--- src/rtl/control_contador.sv ---
// control_contador
//   Turns two debounced button levels into single-cycle step commands for the
//   4-bit up/down counter. A press gives one step immediately; holding the
//   button auto-repeats after HOLD_CYCLES, then every REPEAT_CYCLES. Pressing
//   both buttons locks out stepping until both are released.
//
// Ports
//   clk        rising-edge system clock
//   rst        synchronous active-high reset
//   btn_up     "count up" request level (debounced, synchronised)
//   btn_down   "count down" request level (debounced, synchronised)
//   EN         registered one-cycle step strobe to the counter
//   up         registered, high with EN on an up step
//   down       registered, high with EN on a down step
//   repeating  registered, high while a press is being held (HOLD/REPEAT)
module control_contador #(
  parameter int unsigned HOLD_CYCLES   = 50,
  parameter int unsigned REPEAT_CYCLES = 10
) (
  input  logic clk,
  input  logic rst,
  input  logic btn_up,
  input  logic btn_down,
  output logic EN,
  output logic up,
  output logic down,
  output logic repeating
);

  typedef enum logic [1:0] {IDLE, HOLD, REPEAT, LOCK} state_t;

  localparam logic [15:0] HOLD_LAST = 16'(HOLD_CYCLES - 1);
  localparam logic [15:0] REP_LAST  = 16'(REPEAT_CYCLES - 1);

  state_t      state;
  logic        dir;    // 1 = up, 0 = down
  logic [15:0] timer;  // edges since the last step, zero-based

  logic        held;   // the latched button
  logic        other;  // the opposite button
  logic [15:0] last;   // terminal timer value for the current wait

  always_comb begin
    held  = dir ? btn_up   : btn_down;
    other = dir ? btn_down : btn_up;
    last  = (state == HOLD) ? HOLD_LAST : REP_LAST;
  end

  always_ff @(posedge clk) begin
    if (rst) begin
      state     <= IDLE;
      timer     <= '0;
      dir       <= 1'b1;
      EN        <= 1'b0;
      up        <= 1'b0;
      down      <= 1'b0;
      repeating <= 1'b0;
    end else begin
      // Step outputs are strobes: cleared every cycle unless a step fires.
      EN   <= 1'b0;
      up   <= 1'b0;
      down <= 1'b0;
      case (state)
        IDLE: begin
          if (btn_up && btn_down) begin
            state     <= LOCK;
            repeating <= 1'b0;
          end else if (btn_up || btn_down) begin
            state     <= HOLD;
            dir       <= btn_up;
            timer     <= '0;
            EN        <= 1'b1;
            up        <= btn_up;
            down      <= btn_down;
            repeating <= 1'b1;
          end else begin
            repeating <= 1'b0;
          end
        end
        HOLD, REPEAT: begin
          // Release wins over a simultaneous opposite press, so a clean
          // hand-over from one button to the other passes through IDLE and
          // steps the new direction on the following edge.
          if (!held) begin
            state     <= IDLE;
            repeating <= 1'b0;
          end else if (other) begin
            state     <= LOCK;
            repeating <= 1'b0;
          end else if (timer == last) begin
            state <= REPEAT;
            timer <= '0;
            EN    <= 1'b1;
            up    <= dir;
            down  <= ~dir;
          end else begin
            timer <= timer + 16'd1;
          end
        end
        LOCK: begin
          repeating <= 1'b0;
          if (!btn_up && !btn_down) state <= IDLE;
        end
        default: begin
          state     <= IDLE;
          repeating <= 1'b0;
        end
      endcase
    end
  end

endmodule
--- config.mk ---
export PLATFORM = sky130hd
export DESIGN_NAME = control_contador
export DESIGN_NICKNAME = d
export VERILOG_FILES = /design/src/rtl/control_contador.sv
export SDC_FILE = /design/constraint.sdc
export NUM_CORES = 1
export LEC_CHECK = 0
export ABC_AREA = 0
export ABC_CLOCK_PERIOD_IN_PS = 4550
export CORE_MARGIN = 3
export CORE_UTILIZATION = 25
export CTS_BUF_LIST = sky130_fd_sc_hd__clkbuf_4 sky130_fd_sc_hd__clkbuf_8 sky130_fd_sc_hd__clkbuf_16
export CTS_CLUSTER_SIZE = 40
export DETAILED_ROUTE_END_ITERATION = 10
export GPL_ROUTABILITY_DRIVEN = 1
export SETUP_SLACK_MARGIN = 0.2
export SYNTH_ARGS = -nofsm -noshare
export SYNTH_HDL_FRONTEND = slang
export SYNTH_SLANG_ARGS = --single-unit
export TNS_END_PERCENT = 5
--- constraint.sdc ---
create_clock -name clk -period 4.55 [get_ports clk]
set_input_delay 0.91 -clock clk [delete_from_list [all_inputs] [get_ports clk]]
set_output_delay 0.91 -clock clk [all_outputs]
set_load 0.01 [all_outputs]
After elaboration in Yosys (flattened, before gate mapping)
Cells that the tools add are included.
W data, S select, Z words.
{ "word_totals": {"regBits": 23, "in_bits": 4, "output_inout_bits": 4, "word_cells": 70} }
{ "op_classes": {"add_sub_neg": 1, "n_eq_ne": 12, "n_mux": 37, "n_bitwise": 2, "reduce_logical": 11} }
{ "op_table": {"columns": ["op", "count"], "rows": [
  ["$mux W16", 5],
  ["$pmux W16 S2", 1],
  ["$mux W1", 19],
  ["$add A16 B1 Y16 const B", 1],
  ["$eq A16 B6 Y1", 1],
  ["$mux W2", 6],
  ["$ne A2 B2 Y1 const B", 5],
  ["$mux W6", 1],
  ["$ne A3 B3 Y1 const B", 2],
  ["$pmux W1 S2", 3],
  ["$pmux W2 S3", 1],
  ["$reduce_and A3 Y1", 2],
  ["$reduce_and A5 Y1", 1],
  ["$eq A2 B2 Y1 const B", 2],
  ["$ne A4 B4 Y1 const B", 1],
  ["$pmux W1 S3", 1],
  ["$eq A2 B1 Y1 const B", 1],
  ["$logic_and A1 B1 Y1", 2],
  ["$logic_not A1 Y1", 2],
  ["$logic_not A2 Y1", 1],
  ["$not A1 Y1", 2],
  ["$reduce_bool A2 Y1", 1],
  ["$reduce_or A2 Y1", 1],
  ["$logic_or A1 B1 Y1", 1]
]} }

Logic depth before layout (Yosys ltp)
{ "logic_depth": {"depth_word": 7, "depth_mapped": 8, "depth_no_buf": 6} }

Worst setup path after synthesis
Ideal clock, no wire load.
{ "synth_timing": {"path_type": "in2reg", "startpoint": "input port btn_up", "endpoint": "register timer[15]", "setup_ns": 0.132, "arrival_ns": 2.007, "required_ns": 4.418, "path_slack_ns": 2.411, "cell_stages": 7, "n_path_buf": 1, "cell_sequence": "inv_1 -> ha_1 -> o21a_1 -> a31o_2 -> buf_2 -> a32oi_1 -> a21oi_1"} }
{ "synth_between": {"elab_chain_len": 3, "elab_cells_between_ends": 9, "classes_between": "eq/ne (4); mux (2); reduce/logical (3)"} }
{ "synth_lines": {"columns": ["element", "line", "source"], "rows": [
  ["start: declaration", "22", "input logic btn_up,"],
  ["$mux W1 (tied with other cells)", "45", "other = dir ? btn_down : btn_up;"],
  ["$ne A2 B2 Y1 (no source line)", null, null],
  ["$reduce_and A5 Y1 (no source line) (*)", null, null],
  ["end signal: assignment", "97", "timer <= timer + 16'd1;"],
  ["end: declaration", "37", "logic [15:0] timer;"]
]} }
Mark *: on every way between the ends. The rest lies on a longest branch, timed or not.
A chain may end at the register's enable or synchronous reset.

Worst setup path in the final report
{ "layout_timing": {"startpoint": "input port btn_up", "endpoint": "register timer[7]"} }
The elaborated chain is that of the path after synthesis.

==> flow_metrics.tcl <==
set metrics [dict create \
    rsz0062_at_grt "false" \
    drt_iter0_markers 76 \
    max_cap_viol_count 0 \
    synthCells 183 \
    path_cells "clkdlybuf4s50_1 -> inv_1 -> ha_1 -> o21a_1 -> a21oi_2 -> nand3_1 -> a221oi_2" \
    hold_violations 0 \
    antenna_found_initial 0 \
    detail-route-antenna-nets 0 \
    cts_setup_buffers 0 \
    first_pass_iters 4 \
    ys_seq_elements 23 \
    min_path_type "register to register" \
    yosysWarningCount 0 \
    critPathCaptureType "register" \
    nets 195 \
    num_antenna_cells 0 \
    dpl.hpwl_mm 2.31 \
    grt_usage_pct 10.1 \
    overflow 0 \
    fin_setup_tns_ps 0 \
    numPortBuffers 7 \
    cts_max_level 1 \
    rows 28 \
    synth_area_leader_cell "dfxtp_1" \
    whs_path_depth 2 \
    fin_crit_sh_pct 62.1 \
    drcViolationCount 0 \
    finClkSkew_ps 7.10 \
    synth_top_area_share_pct 28.4 \
    synth_fp_nets 197 \
    clkTransAtPathRegs_ps 90 \
    cp.arrival_ps 3010 \
    cp_num_cells 7 \
    period_needed_ps 2830 \
    grt_pass1_wl_mm 6.17 \
    yosysMostFrequentCell "dfxtp_1" \
    drt-total-wl_mm 3.57 \
    grt_pass1_vias 1290 \
    cts.hold.buffers_added 0 \
    finalSetupViolations 0 \
    netlist_area_sq_mm 0.00162 \
    synthArstFlopShare_pct 0 \
    synth_common_cells "23 x dfxtp_1, 16 x nand2_1, 15 x a21oi_1, 12 x inv_1" \
    clk_path_buf_depth 2 \
    grt_max_degree 28 \
    maxSlewViolCount 0 \
    cpPeakStageDelay_ps 570 \
    critPathKind "input port to register" \
    synthDistinctLibCells 47 \
    synth_edf_count 0 \
    die_w_um 86.5 \
    place.gp.congestion 0.804 \
    fin_util_pct 28.5 \
    routed_via_density 5.30 \
    max_freq_mhz 354 \
    vdd_ir_drop_max_mv 0.126 \
    path_buf_inv 2 \
    p_leak_nw 0.540 \
    power_density_mw_per_mm2 324 \
    synth_top_cells_by_area "dfxtp_1 28%, ha_1 7.7%, a21oi_1 4.6%, nand4b_1 4.3%, nand2_1 3.7%" \
    wl_per_cell_um 14.0 \
    synth.avg_cell_area_sq_um 8.85 \
    status "finished clean" \
    rr_worst_depth 6 \
    critPathTopFamily "compound AO/OA/AOI/OAI gates" \
    cts-buffers-inserted 3 \
    die_area_sq_mm 0.00748 \
    coreArea_sq_mm 0.00610 \
    cts_tree "built" \
    critical_path.max_fanout 15 \
    area_delta_synth_final_pct 7.34 \
    cts.sinks 23 \
    drive_gt1_share_pct 8.89 \
    num_vias 1351 \
    clkLatencyLatePin_ps 270 \
    chipHeight_um 86.5 \
    startpoint_type "input port" \
    yosysSeqAreaShare_pct 28.4 \
    ios 8 \
    initial_core_util_pct 26.6 \
    ctsResizeCount 0 \
    crit_required_ps 4730 \
    worst_slew_pin_slew_ps 975 \
    synthFlopType "dfxtp_1" \
    slew_headroom_pct 34.8 \
    clockRootBuffer "clkbuf_8" \
    critPathSlowestCell "a21oi_2" \
]
-- registers in the layout, indices dropped and copies added, names as in the netlist --
signal and count:
dir 1, repeating 1, EN 1, up 1, down 1, timer 16, state 2
-- area by class of cell --
class	count	area, sq um
clock buffers	4	48.8
fillers	675	4360
inverters	12	45.0
multi-input cells	134	1020
flip-flops and latches	23	460
well taps	75	93.8
repair buffers	7	70.1
-- power breakdown --
group	internal (mW)	switching, mW
clock network	0.0686	0.0689
registers	0.215	0.0105
logic	0.0693	0.130
total	0.353	0.210
-- metrics by stage --
stage	setup slack [ps]	power [mW]	std cells	cell area, sq um	hold slack [ps]
after CTS	1750	0.573	255	1740	464
after floorplan	2410	0.385	183	1620	476
after detailed placement	1440	0.432	251	1690	450
after global routing	1550	0.601	255	1740	510
final	1720	0.562	255	1740	464
after global placement	1530	0.430	251	1690	443
-- layout by cell type, fill, tap and decap left out, types with 2 or more instances in the layout --
cell             synthesis  final
dfxtp_1                 23     23
ha_1                    10     10
nand4bb_1                2      2
nor4_4                   2      2
o2bb2a_1                 2      2
nand2b_1                 2      2
nand4_1                  6      6
a21oi_1                 15     15
clkbuf_8                 0      3
a2111o_1                 2      2
a22oi_1                  2      2
o211ai_1                 2      2
nor4_1                   5      5
nand2_1                 16     16
nand3b_1                 2      2
a31oi_1                  5      5
a2bb2oi_1                4      4
nand4b_1                 8      8
inv_1                   12     12
a32oi_1                  2      2
nor2_1                   6      6
nor3_1                   9      9
o31ai_1                  2      2
nor4b_4                  2      2
clkdlybuf4s50_1          0      7
nand3_1                 10     10
-- path summary, 6_finish.rpt --
| check | start | endpoint | slack (ps) |
|---|---|---|---|
| worst max-delay path | btn_up | timer[7] | 1720 |
| worst min-delay path | repeating | repeating | 460 |
| worst min register to register | repeating | repeating | 460 |
| worst max register to register | state[0] | timer[7] | 1780 |
-- worst min-delay path, stage by stage (launching register included) --
cell and delay (ps):
dfxtp_1 320, nand2_1 50, a21oi_1 50
-- layer usage --
| layer | track usage [%] | up-vias | part of all wire, % |
|---|---|---|---|
| li1 | - | 697 | - |
| met1 | 13.5 | 631 | 51 |
| met2 | 16.6 | 21 | 45 |
| met3 | 2.28 | 2 | 3.4 |
| met4 | 2.55 | 0 | 0.70 |
| met5 | 0 | - | 0 |
-- cell families after synthesis --
group	share of synthesized area [%]
flip-flops	28.4
multiplexers	0.695
AND/OR/NAND/NOR	31.1
AO/OA/AOI/OAI	23.5
adder cells (fa/ha/maj)	7.73
buffers and inverters	8.58
Power figures use the tool's default switching activity.
